File: src/rtl/pos_accum_if.sv
// Signal bundle for pos_accum: step/load controls in, position and status flags out.
// master drives the controls; slave is the accumulator side.
interface pos_accum_if #(
   parameter int WIDTH = 8
);
   logic [WIDTH-1:0] delta;
   logic             Enable;
   logic             Load;
   logic [WIDTH-1:0] LoadValue;
   logic [WIDTH-1:0] pos;
   logic             AtMin;
   logic             AtMax;
   logic             Step;

   modport master (
      output delta, Enable, Load, LoadValue,
      input  pos, AtMin, AtMax, Step
   );

   modport slave (
      input  delta, Enable, Load, LoadValue,
      output pos, AtMin, AtMax, Step
   );
endinterface

File: src/rtl/pos_accum.sv
// Saturating position accumulator: a prescaled tick adds a signed delta to an
// unsigned position clamped to [PMIN, PMAX]; Load overrides the tick.
module pos_accum #(
   parameter int               WIDTH = 8,
   parameter int               DIV   = 4,
   parameter logic [WIDTH-1:0] PMIN  = 8'd0,
   parameter logic [WIDTH-1:0] PMAX  = 8'd159,
   parameter logic [WIDTH-1:0] PINIT = 8'd80
) (
   input logic         Clock,
   input logic         Clear,
   pos_accum_if.slave  bus
);
   localparam int         SW       = WIDTH + 2;
   localparam logic [7:0] CNT_LAST = 8'(DIV - 1);

   logic [7:0]       cnt_q, cnt_d;
   logic [WIDTH-1:0] pos_q, pos_d;
   logic             at_min_q, at_max_q, step_q, step_d;
   logic             tick;
   logic signed [SW-1:0] sum_s, load_s;

   // Two guard bits keep the sum from wrapping before the clamp sees it.
   function automatic logic [WIDTH-1:0] clamp(input logic signed [SW-1:0] v);
      if (v < $signed({2'b00, PMIN}))
         return PMIN;
      else if (v > $signed({2'b00, PMAX}))
         return PMAX;
      else
         return v[WIDTH-1:0];
   endfunction

   assign tick   = bus.Enable && (cnt_q == CNT_LAST);
   assign sum_s  = $signed({2'b00, pos_q}) + $signed({{2{bus.delta[WIDTH-1]}}, bus.delta});
   assign load_s = $signed({2'b00, bus.LoadValue});

   always_comb begin
      cnt_d = cnt_q;
      pos_d = pos_q;
      if (Clear) begin
         pos_d = PINIT;
         cnt_d = '0;
      end else if (bus.Load) begin
         pos_d = clamp(load_s);
         cnt_d = '0;
      end else if (tick) begin
         pos_d = clamp(sum_s);
         cnt_d = '0;
      end else if (bus.Enable) begin
         cnt_d = cnt_q + 8'd1;
      end
      // Clear guard keeps Step defined even while pos_q is still unknown.
      step_d = !Clear && (pos_d != pos_q);
   end

   always_ff @(posedge Clock) begin
      cnt_q    <= cnt_d;
      pos_q    <= pos_d;
      at_min_q <= (pos_d == PMIN);
      at_max_q <= (pos_d == PMAX);
      step_q   <= step_d;
   end

   assign bus.pos   = pos_q;
   assign bus.AtMin = at_min_q;
   assign bus.AtMax = at_max_q;
   assign bus.Step  = step_q;
endmodule

File: src/flat_wrapper.sv
// flat-port wrapper written by rule: the top's interface ports become plain ports
module pos_accum_flat 
#(
   parameter int               WIDTH = 8,
   parameter int               DIV   = 4,
   parameter logic [WIDTH-1:0] PMIN  = 8'd0,
   parameter logic [WIDTH-1:0] PMAX  = 8'd159,
   parameter logic [WIDTH-1:0] PINIT = 8'd80
)
  (Clock, Clear, bus_delta, bus_Enable, bus_Load, bus_LoadValue, bus_pos, bus_AtMin, bus_AtMax, bus_Step);
  pos_accum_if #(.WIDTH(WIDTH)) bus_i ();
  input logic Clock;
  input logic Clear;
  input wire logic [$bits(bus_i.delta)-1:0] bus_delta;
  input wire logic [$bits(bus_i.Enable)-1:0] bus_Enable;
  input wire logic [$bits(bus_i.Load)-1:0] bus_Load;
  input wire logic [$bits(bus_i.LoadValue)-1:0] bus_LoadValue;
  output wire logic [$bits(bus_i.pos)-1:0] bus_pos;
  output wire logic [$bits(bus_i.AtMin)-1:0] bus_AtMin;
  output wire logic [$bits(bus_i.AtMax)-1:0] bus_AtMax;
  output wire logic [$bits(bus_i.Step)-1:0] bus_Step;
  assign bus_i.delta = bus_delta;
  assign bus_i.Enable = bus_Enable;
  assign bus_i.Load = bus_Load;
  assign bus_i.LoadValue = bus_LoadValue;
  assign bus_pos = bus_i.pos;
  assign bus_AtMin = bus_i.AtMin;
  assign bus_AtMax = bus_i.AtMax;
  assign bus_Step = bus_i.Step;
  pos_accum #(.WIDTH(WIDTH), .DIV(DIV), .PMIN(PMIN), .PMAX(PMAX), .PINIT(PINIT)) u_core (.Clock(Clock), .Clear(Clear), .bus(bus_i));
endmodule
File: config.mk
export PLATFORM = sky130hd
export DESIGN_NAME = pos_accum_flat
export DESIGN_NICKNAME = d
export VERILOG_FILES = /design/src/rtl/pos_accum_if.sv /design/src/rtl/pos_accum.sv /design/src/flat_wrapper.sv
export SDC_FILE = /design/constraint.sdc
export NUM_CORES = 1
export LEC_CHECK = 0
export BUFFER_PORTS_ARGS = -buffer_cell sky130_fd_sc_hd__buf_2
export CORE_ASPECT_RATIO = 0.8
export CORE_MARGIN = 3
export CORE_UTILIZATION = 30
export DETAILED_ROUTE_END_ITERATION = 8
export GPL_TIMING_DRIVEN = 0
export PLACE_DENSITY = 0.56
export SLEW_MARGIN = 20
export SYNTH_ARGS = -nofsm -noshare
export SYNTH_HDL_FRONTEND = slang
export SYNTH_SLANG_ARGS = --single-unit
File: constraint.sdc
create_clock -name Clock -period 2.6 [get_ports Clock]
set_input_delay 0 -clock Clock [delete_from_list [all_inputs] [get_ports Clock]]
set_output_delay 0 -clock Clock [all_outputs]
set_load 0.03 [all_outputs]
==> results.cfg <==
[timing]
timing.fmax_mhz = 333
timing_max_transition_violations_final = 0
fin_setup_tns_ns = -0.948
fin_skew_ns = 0.00206
setup_viol_count_final = 4
timing_worst_slew_pin_value_ns = 0.808
finalCritPeriodShare_pct = 115
rsz0062_at_grt = true
timing.final.hold_violations = 0
worst_slew_margin_rel_pct = 45.9
final.setup.worst_slack_ns = -0.400
timing.hold.ws_ns = 0.0640
post-route-min-period_ns = 3.00

[worst_setup_path]
cp_slowest_cell = or4_4
timing.critical_path.from_type = register
cp_top_family = simple AND/OR/NAND/NOR gates
critical_path.max_fanout = 6
total_buffers_and_inverters_traversed_by_the_critical_path = 3
cp_common_cell = a21oi_2
critical_path.endpoint_type = register
crit_path_max_incr_delay_ns = 0.54
worstSetupPathType = register to register
crit_arrival_ns = 3.17
critPathRequiredTime_ns = 2.77
crit_path_cell_trace = ha_4 > buf_6 > buf_12 > a21oi_2 > o221ai_1 > nor3_4 > a211oi_4 > buf_4 > o311ai_4 > a21oi_2 > or4_4 > nor4_2

[finish]
num_antenna_cells = 0
layout-area-overhead-vs-synth_pct = 54.4
final_core_utilization_pct = 48.9
drive_above_1_share_pct = 44.0
layoutNonFillerInstCount = 360
finalInstanceArea_sq_mm = 0.00272
fin_nets = 314

[placement]
routabilityCongestion = 0.818
detailedPlacementHpwl_mm = 3.84
dpl_cell_area_sq_mm = 0.00211
place_inst = 327
port_buffers = 29

[global_routing]
grt_util_met1_pct = 23.8
total_global_routing_overflow = 0
use_met2_pct = 26.2
groute.layer.met3.usage_pct = 3.13
grt_antenna_before_repair = 0
first_global_vias = 1772
grt_pass1_wl_mm = 8.96
grt_max_degree = 12
busiest_layer = met2
grt_overall_usage_pct = 16.4

[logic_synthesis]
synth.yosys.warnings = 0
yosys-top-cells-count = 19 x a21oi_1, 19 x dfxtp_1, 19 x nor2_1
syn-cell-area_sq_mm = 0.00176
postSynthNetCount = 251
post_synth.cell_area_avg_sq_um = 8.00
synth_enable_flop_cells = 0
seq_total_area_yosys_pct = 21.6
synth_largest_area_cell = dfxtp_1
asyncSetResetFlopFracSynth_pct = 0
yosys_register_bits = 19
postSynth.topFlopCell = dfxtp_1
yosys.area.top_type_share_pct = 21.6
synthCells = 220
yosysUniqueCellTypes = 58
synthTopCellsByArea = dfxtp_1 22%, ha_1 7.1%, a21oi_1 5.4%

[drt]
dr_total_vias = 1965
drt.antenna.violating_nets = 0
wirelength_mm = 5.73
pre_antenna_drt_iters = 7
first_iter_violations = 139
routedWlPerCell_um = 15.9
drc = 0
number_of_vias_per_cell = 5.46

[floorplan]
die_y_um = 74.5
floorplan.die.width_um = 91.6
placement_rows = 24
initial_utilization_pct = 31.7
design.die.area_sq_mm = 0.00682
boundaryPins = 31
coreArea_sq_mm = 0.00556

[flow_run]
drv.max_cap_violation_count = 0

[power_and_ir_drop]
static-leakage-power_nw = 0.988
powerDensity_mw_per_mm2 = 403
ir_worst_vdd_uv = 171

[cts]
cts-buffers-inserted = 3
clk_pin_slew_worst_paths_ns = 0.07
clk_path_buf_depth = 2
holdBufCountCts = 0
clk_root_buffer_cell = clkbuf_8
clkLatencyLatePin_ns = 0.25
cts_max_level = 1
tritoncts = done
tritoncts_num_sinks = 19

[hold_path]
hp_class = input port to register

[status]
failed_checks = negative setup slack
status = finished with violations
registers in the layout, summed over array words and instances (netlist names):
register,cells
u_core.bus.pos,8
u_core.cnt_q,8
u_core.bus.AtMin,1
u_core.bus.AtMax,1
u_core.bus.Step,1
layer usage:
layer / up-vias / routed length (um) / share of wire (%)
li1: 964 / - / -
met1: 929 / 2690 / 47
met2: 70 / 2700 / 47
met3: 2 / 332 / 5.8
met4: 0 / 8 / 0.14
met5: - / 0 / 0
path summary, 6_finish.rpt:
check,slack (ns),start,cells past startpoint,to
max reg2reg,-0.40,u_core.bus.pos[4],12,u_core.bus.AtMin
max,-0.40,u_core.bus.pos[4],12,u_core.bus.AtMin
min,0.06,bus_Enable,3,u_core.cnt_q[1]
min reg2reg,0.55,u_core.cnt_q[6],2,u_core.cnt_q[6]
cell families after synthesis:
group	after synthesis	share of synthesized area, %
compound gates	74	31.3
buf+inv	24	5.33
mux	1	0.569
flops	19	21.6
fa+ha+maj	11	8.25
simple gates	77	25.5
xor+xnor	14	7.40
tightest hold or removal path, cell delays in order:
cell     delay (ns)
buf_2          0.13
mux2i_1        0.08
nor2_1         0.07
through the flow:
step                      worst slack, ns  power [mW]
final                              -0.400        1.09
after global routing               -0.473        1.16
after CTS                          -0.342       0.989
after detailed placement           -0.395       0.695
after global placement             -0.449       0.694
after floorplan                   -0.0905       0.604
power breakdown:
group,internal [mW],total [mW],switching [mW]
sequential,0.302,0.322,0.0206
clock,0.106,0.204,0.0972
combinational,0.256,0.567,0.312
total,0.664,1.09,0.430
layout by cell type, fill, tap and decap left out, types with 3 or more instances in the layout:
master | synthesis | layout
nor2b_1 | 4 | 4
clkbuf_8 | 0 | 3
a21oi_1 | 19 | 11
buf_2 | 3 | 29
nor2_1 | 19 | 18
o311ai_4 | 0 | 3
dfxtp_4 | 0 | 6
nor3b_1 | 3 | 3
a21o_1 | 3 | 3
a211oi_1 | 6 | 4
and3_1 | 3 | 3
a21oi_2 | 0 | 7
or3_1 | 3 | 3
a31o_2 | 3 | 3
nor4_1 | 5 | 3
ha_4 | 0 | 7
buf_6 | 0 | 6
a211oi_4 | 1 | 3
o21ai_0 | 9 | 8
nand3_1 | 11 | 9
xor2_1 | 5 | 5
xnor2_1 | 8 | 6
nand2b_1 | 5 | 5
clkbuf_1 | 7 | 7
inv_1 | 14 | 14
o211ai_1 | 6 | 6
nand2_1 | 5 | 5
dfxtp_1 | 19 | 11
or4_4 | 1 | 3
buf_4 | 0 | 25
cell type report:
class                      count  area [sq um]
fill                         521          2840
tap                           78          97.6
clock buffer                   3          41.3
sequential                    19           405
timing repair buffer          59           398
clock inverter                 1          5.00
multi-input combinational    177          1670
buffer                         9          48.8
inverter                      14          52.6
repair_timing:
action                                  in CTS  in global routing
endpoints found under the setup margin       7                 10
cloned                                       0                  0
setup buffers                               13                 17
pin swaps                                   22                 23
gates resized for setup                     28                 23
No activity file was read; power rests on OpenSTA's default activity.
